## config.mk

```make
export PLATFORM = sky130hd
export DESIGN_NAME = rv64m_mul_sequencer
export DESIGN_NICKNAME = d
export VERILOG_FILES = /design/src/rtl/rv64m_mul_sequencer.sv
export SDC_FILE = /design/constraint.sdc
export NUM_CORES = 2
export LEC_CHECK = 0
export CELL_PAD_IN_SITES_DETAIL_PLACEMENT = 0
export CELL_PAD_IN_SITES_GLOBAL_PLACEMENT = 1
export CORE_MARGIN = 4
export CORE_UTILIZATION = 41
export CTS_CLUSTER_SIZE = 25
export DETAILED_ROUTE_END_ITERATION = 12
export PLACE_DENSITY_LB_ADDON = 0.1
export SKIP_LAST_GASP = 1
export SYNTH_ARGS = -nofsm -noshare
export SYNTH_HDL_FRONTEND = slang
export SYNTH_SLANG_ARGS = --single-unit
```

## constraint.sdc

```tcl
create_clock -name clk -period 32.9 [get_ports clk]
set_clock_uncertainty 0.05 [all_clocks]
set_input_delay 3.29 -clock clk [delete_from_list [all_inputs] [get_ports clk]]
set_output_delay 3.29 -clock clk [all_outputs]
set_load 0.1 [all_outputs]
```

## src/rtl/rv64m_mul_sequencer.sv

```systemverilog
// ---------------------------------------------------------------------------
// rv64m_mul_sequencer
//
// Iterative RV64M multiply unit. One op is accepted over a valid/ready
// handshake. The unit multiplies the operand magnitudes with a shift-add
// datapath that retires BITS_PER_CYCLE multiplier bits per cycle, applies the
// sign correction, and returns the architecturally selected XLEN-bit result
// together with the full 2*XLEN-bit product.
//
// Parameters:
//   XLEN            operand width (even, >= 32 for MULW support)
//   BITS_PER_CYCLE  multiplier bits retired per CALC cycle (1, 2 or 4),
//                   must divide XLEN
//
// Ports:
//   clk          clock, all state updates on the rising edge
//   rst_n        synchronous active-low reset
//   flush        aborts any in-flight op, takes priority over handshakes
//   in_valid     op and operands valid
//   in_ready     unit can accept an op (IDLE, not in reset, no flush)
//   in_op        funct3[1:0]: 00 MUL, 01 MULH, 10 MULHSU, 11 MULHU
//   in_word      1 = MULW
//   in_rs1       operand A
//   in_rs2       operand B
//   out_valid    result valid (DONE state)
//   out_ready    consumer accepts the result
//   out_result   selected XLEN-bit result
//   out_product  sign-corrected full 2*XLEN-bit product
//   busy         an op is in flight
// ---------------------------------------------------------------------------
module rv64m_mul_sequencer #(
  parameter int XLEN           = 64,
  parameter int BITS_PER_CYCLE = 2
) (
  input  logic                clk,
  input  logic                rst_n,
  input  logic                flush,
  input  logic                in_valid,
  output logic                in_ready,
  input  logic [1:0]          in_op,
  input  logic                in_word,
  input  logic [XLEN-1:0]     in_rs1,
  input  logic [XLEN-1:0]     in_rs2,
  output logic                out_valid,
  input  logic                out_ready,
  output logic [XLEN-1:0]     out_result,
  output logic [2*XLEN-1:0]   out_product,
  output logic                busy
);

  localparam int N     = XLEN / BITS_PER_CYCLE;
  localparam int CNT_W = $clog2(N + 1);
  localparam int SH_W  = $clog2(2 * XLEN);

  typedef enum logic [1:0] {
    IDLE = 2'd0,
    CALC = 2'd1,
    FIX  = 2'd2,
    DONE = 2'd3
  } state_t;

  localparam logic [1:0] OP_MUL    = 2'b00;
  localparam logic [1:0] OP_MULH   = 2'b01;
  localparam logic [1:0] OP_MULHSU = 2'b10;

  state_t             state;
  logic [CNT_W-1:0]   counter;
  logic [XLEN-1:0]    mag_a;
  logic [XLEN-1:0]    mplier;
  logic [2*XLEN-1:0]  acc;
  logic               neg;
  logic [1:0]         op;
  logic               word;

  // Handshake and status outputs are gated by reset and flush so that the
  // issue logic never sees the unit as ready while it is being cleared.
  assign in_ready = rst_n && !flush && (state == IDLE);
  assign busy     = rst_n && (state != IDLE);

  // ---------------------------------------------------------------------
  // Operand preparation for the op currently presented on the input.
  // ---------------------------------------------------------------------
  logic [XLEN-1:0] opnd_a, opnd_b;
  logic            a_signed, b_signed;
  logic            sign_a, sign_b;

  // NOTE: every signal driven in this always_comb gets a default first, so no
  // path leaves it unassigned and no latch is inferred.
  always_comb begin
    opnd_a   = in_rs1;
    opnd_b   = in_rs2;
    a_signed = (in_op == OP_MULH) || (in_op == OP_MULHSU);
    b_signed = (in_op == OP_MULH);
    if (in_word) begin
      // MULW: sign-extended low words, multiplied as MUL. Only the low 32
      // product bits are architecturally visible, so signedness is moot.
      opnd_a   = {{(XLEN-32){in_rs1[31]}}, in_rs1[31:0]};
      opnd_b   = {{(XLEN-32){in_rs2[31]}}, in_rs2[31:0]};
      a_signed = 1'b0;
      b_signed = 1'b0;
    end
    sign_a = a_signed && opnd_a[XLEN-1];
    sign_b = b_signed && opnd_b[XLEN-1];
  end

  // Magnitudes: the most-negative value negates to itself, which read as an
  // unsigned XLEN-bit number is exactly 2^(XLEN-1), the correct magnitude.
  logic [XLEN-1:0] abs_a, abs_b;
  assign abs_a = sign_a ? (~opnd_a + 1'b1) : opnd_a;
  assign abs_b = sign_b ? (~opnd_b + 1'b1) : opnd_b;

  // ---------------------------------------------------------------------
  // One shift-add step: |A| times the current multiplier digit, placed at
  // the bit weight of that digit.
  // ---------------------------------------------------------------------
  logic [2*XLEN-1:0] digit_ext;
  logic [2*XLEN-1:0] partial;
  logic [2*XLEN-1:0] addend;
  logic [SH_W-1:0]   shamt;

  assign digit_ext = {{(2*XLEN-BITS_PER_CYCLE){1'b0}}, mplier[BITS_PER_CYCLE-1:0]};
  assign partial   = {{XLEN{1'b0}}, mag_a} * digit_ext;
  assign shamt     = SH_W'(counter) * SH_W'(BITS_PER_CYCLE);
  assign addend    = partial << shamt;

  // ---------------------------------------------------------------------
  // Sign correction and architectural result select.
  // ---------------------------------------------------------------------
  logic [2*XLEN-1:0] fixed;
  logic [XLEN-1:0]   result_sel;

  assign fixed = neg ? (~acc + 1'b1) : acc;

  always_comb begin
    result_sel = fixed[2*XLEN-1:XLEN];
    if (word) begin
      result_sel = {{(XLEN-32){fixed[31]}}, fixed[31:0]};
    end else if (op == OP_MUL) begin
      result_sel = fixed[XLEN-1:0];
    end
  end

  // ---------------------------------------------------------------------
  // Control FSM and datapath registers.
  // ---------------------------------------------------------------------
  // NOTE: mag_a, mplier, acc, neg, op and word are not reset. Each is loaded
  // on acceptance before it is ever read, so clearing them buys nothing.
  // NOTE: all state is updated with non-blocking assignments so every
  // register samples the pre-edge values of the others.
  always_ff @(posedge clk) begin
    if (!rst_n) begin
      state       <= IDLE;
      counter     <= '0;
      out_valid   <= 1'b0;
      out_result  <= '0;
      out_product <= '0;
    end else if (flush) begin
      state     <= IDLE;
      counter   <= '0;
      out_valid <= 1'b0;
    end else begin
      case (state)
        IDLE: begin
          if (in_valid) begin
            mag_a   <= abs_a;
            mplier  <= abs_b;
            neg     <= sign_a ^ sign_b;
            op      <= in_word ? OP_MUL : in_op;
            word    <= in_word;
            acc     <= '0;
            counter <= '0;
            state   <= CALC;
          end
        end

        CALC: begin
          // Counter reaching N marks the accumulator complete; that cycle
          // performs no arithmetic and only advances to FIX.
          if (counter == CNT_W'(N)) begin
            state <= FIX;
          end else begin
            acc     <= acc + addend;
            mplier  <= mplier >> BITS_PER_CYCLE;
            counter <= counter + 1'b1;
          end
        end

        FIX: begin
          out_product <= fixed;
          out_result  <= result_sel;
          out_valid   <= 1'b1;
          state       <= DONE;
        end

        DONE: begin
          if (out_ready) begin
            out_valid <= 1'b0;
            counter   <= '0;
            state     <= IDLE;
          end
        end

        default: state <= IDLE;
      endcase
    end
  end

endmodule

```

==> flow_summary_export.csv <==
group,metric,value,unit
detailed_routing,drcViolationCount,0,
sta,final_hold_viol_count,0,
power_and_ir_drop,power.switching_fraction,0.3272,
detailed_routing,ant_nets,0,
clock_tree,later_pin_clock_latency_in_the_skew_report,0.69,ns
synth,synth_seq_cells,461,
power_and_ir_drop,power.combinational.fraction,0.246,
global_route,grt.overflow.total,0,
clock_tree,root_buffer,"clkbuf_16",
power_and_ir_drop,p_int,1144,uW
synth,synth_edf_count,260,
critical_path,worst_setup_path_end_kind,"flip-flop",
critical_path,timing.critical_path.slowest_stage_cell,"a21oi_1",
final_layout,final_core_utilization,0.4756,
sta,fmaxAchievable,0.1027,GHz
die,pin_count,331,
global_route,grt_antenna_before_repair,1,
final_layout,layout.filler_cells,9844,
critical_path,ff2ff_path_depth,32,
clock_tree,cts.sink_count,461,
synth,yosysTopAreaCellShare,0.1902,
detailed_routing,number_of_violations_reported_at_the_end_of_detailed_routing_iteration_0,3627,
clock_tree,cts.clk_slew.worst_paths,0.06,ns
synth,ys_types,95,
global_route,number_of_global_route_vias_before_repair,38503,
detailed_routing,aggregate_routed_wire_length,159600,um
synth,synth_compound_area_frac,0.2594,
synth,synth_xor_xnor_area_share,0.08933,
critical_path,critical-path-max-stage-delay,0.57,ns
synth,post_synth_most_frequent_cells,"nand2_1 (603), nor2_1 (576), o21ai_0 (440), a21oi_1 (436), clkbuf_1 (309)",
power_and_ir_drop,power.share.sequential,0.382,
synth,mappedNetlistNets,5598,
synth,synthSimpleGateAreaFrac,0.2235,
synth,netlist_instances,5260,
synth,yosys_warnings,0,
synth,post_synth_top_area_cell,"edfxtp_1",
synth,syn_area,41050,sq um
clock_tree,cts.repair_timing.setup_buffer_count,0,
sta,setup_violations,0,
sta,grt_setup_unrepaired,"no",
flow_run,count_of_maximum_capacitance_violations,0,
hold_path,holdPathStages,2,
synth,most_used_standard_cell_by_instance_count_after_synthesis,"nand2_1",
sta,totalNegativeSetupSlack,0,ns
die,die_area,105300,sq um
sta,finalMaxSlewViolations,0,
power_and_ir_drop,vdd.ir_drop.worst,35.76,uV
critical_path,cp_data_required_time,33.22,ns
placed_design,place.gp.congestion,0.9889,
clock_tree,cts_htree_levels,2,
placed_design,dpl.cell_count,6586,
detailed_routing,via_count,40471,
critical_path,cp_common_cell,"nor3_1",
sta,fin_crit,9.737,ns
die,vertical_die_dimension,324.4,um
synth,syn_area_per_cell,7.805,sq um
detailed_routing,dr.pass1.iters,6,
sta,finalCritPeriodShare,0.2960,
clock_tree,cts_tree,"yes",
clock_tree,hold_buffers,0,
die,coreArea,98850,sq um
synth,synth-adder-area-share,0.06193,
critical_path,setup.worst_path.start_class,"flip-flop",
placed_design,dp_hpwl,125700,um
synth,synth_top_family_by_area,"compound AO/OA/AOI/OAI gates",
die,die_x,324.4,um
final_layout,proportion_of_layout_cells_with_a_drive_suffix_above_1,0.05073,
synth,yosys-mux-area-fraction,0.03395,
final_layout,finalNonFillerCells,6690,
clock_tree,numCtsBuffers,55,
power_and_ir_drop,p_switching,556.3,uW
synth,asyncSetResetFlopFracSynth,0,
clock_tree,post_cts.resized_instances,0,
detailed_routing,avgRoutedWirePerCell,23.86,um
sta,worst_pin_slew,1.398,ns
die,start_util,0.4153,
critical_path,worst-endpoint-arrival,10.06,ns
synth,yosys-top-cells-area,"edfxtp_1 (19%), dfxtp_1 (9.8%), ha_1 (6.1%)",
run_status,run_status,"finished clean",
die,placement_rows,115,
global_route,grt_max_degree,106,
sta,max_slew_headroom,0.05800,
power_and_ir_drop,share_clk_of_total_power,0.372,
hold_path,hp-class,"flip-flop to flip-flop",
detailed_routing,vias_per_cell,6.049,
critical_path,crit_fanout,67,
power_and_ir_drop,cellLeakagePower,0.01840,uW
placed_design,port-buffer-count,330,
global_route,globalRouteTotalUtil,0.2889,
final_layout,fin_nets,5694,
clock_tree,clock_tree.buffer_depth,3,
power_and_ir_drop,power_density,36.17,nW/um^2
synth,seq_total_area_yosys,0.2882,
synth,synthFlopType,"edfxtp_1",
global_route,grt_pass1_wl,240400,um
final_layout,area_grow_syn2layout,14.51,%
critical_path,timing_worst_setup_path_type,"flip-flop to flip-flop",
critical path, delay by kind of cell, from the launching register on:
family / cells / cell delay [ns]
AO/OA/AOI/OAI: 15 / 5.17
XOR/XNOR: 1 / 0.18
adder cells (fa/ha/maj): 2 / 0.70
buffers and inverters: 2 / 0.50
flip-flops: 1 / 0.32
AND/OR/NAND/NOR: 12 / 2.48
power by group through the flow:
stage	logic [uW]	clock network, uW	registers (uW)
2_1_floorplan	259	0	682
3_3_place_gp	412	0	662
3_5_place_dp	411	0	662
4_1_cts	413	649	649
5_1_grt	453	671	651
6_report	418	632	650
metal layers:
metal	part of all wire	up-vias	GRT usage
li1	-	19316	-
met1	0.44	19386	0.3815
met2	0.46	1446	0.4761
met3	0.058	323	0.03653
met4	0.048	0	0.1243
met5	0	-	0
cells by family (layout without fill, tap and decap cells):
group | count (synthesis) | count (layout)
multiplexers | 118 | 118
buffers and inverters | 473 | 614
flip-flops | 461 | 461
AND/OR/NAND/NOR | 1934 | 1934
AO/OA/AOI/OAI | 1655 | 1655
XOR/XNOR | 417 | 417
adder cells (fa/ha/maj) | 202 | 202
other | 0 | 2
state kept, by name (all words and copies together) (netlist names):
| register | flops |
|---|---|
| acc | 128 |
| counter | 6 |
| mag_a | 64 |
| mplier | 64 |
| neg | 1 |
| op | 2 |
| out_product | 128 |
| out_result | 64 |
| out_valid | 1 |
| state | 2 |
| word | 1 |
area by class of cell:
type / count / area, sq um / area share
antenna: 2 / 5.005 / 0.0001065
clock buffer: 76 / 1568 / 0.03335
clock inverter: 26 / 289.0 / 0.006148
inverter: 120 / 452.9 / 0.009635
multi-input combinational: 4326 / 27490 / 0.5847
sequential: 461 / 11840 / 0.2518
tap: 1287 / 1610 / 0.03425
timing repair buffer: 392 / 3761 / 0.08001
cell usage in the layout (no fill, tap or decap), types with 30 or more instances in the layout:
cell type        count
or4_1               30
buf_4               63
xnor2_1            214
o31ai_1             70
xor2_1             202
mux2i_1             68
and2_1             168
inv_1              115
nand4_1             79
dfxtp_1            196
nor4_1              33
mux2_2              36
a21o_1             141
ha_1               199
nor3_1             102
a31oi_1             43
edfxtp_1           260
clkbuf_16           57
o211a_1             73
nor2_1             574
nand3_1             72
nand2b_1            35
o21ai_0            440
or3_1               43
o211ai_1            56
a21oi_1            435
clkdlybuf4s50_1    328
nand2_1            603
nor3b_1             60
o21bai_1            47
o21a_1              35
a21boi_0            50
worst paths after layout:
| kind | from | to | slack (ns) |
|---|---|---|---|
| worst max-delay path | mplier[0] | acc[127] | 23.16 |
| worst min-delay path | out_result[15] | out_result[15] | 0.41 |
| worst min register to register | out_result[15] | out_result[15] | 0.41 |
| worst max register to register | mplier[0] | acc[127] | 23.16 |
stage by stage:
stage	cell area (sq um)	setup WS, ns	hold WS (ns)	total power, uW
6_report	47010	23.16	0.4124	1700
5_1_grt	47010	22.53	0.4374	1775
4_1_cts	47010	23.25	0.4152	1712
3_5_place_dp	45150	23.26	0.4083	1073
3_3_place_gp	45150	23.35	0.4024	1074
2_1_floorplan	41060	7.334	0.4500	941.7
Note: power is estimated with default switching activity, not from simulation.
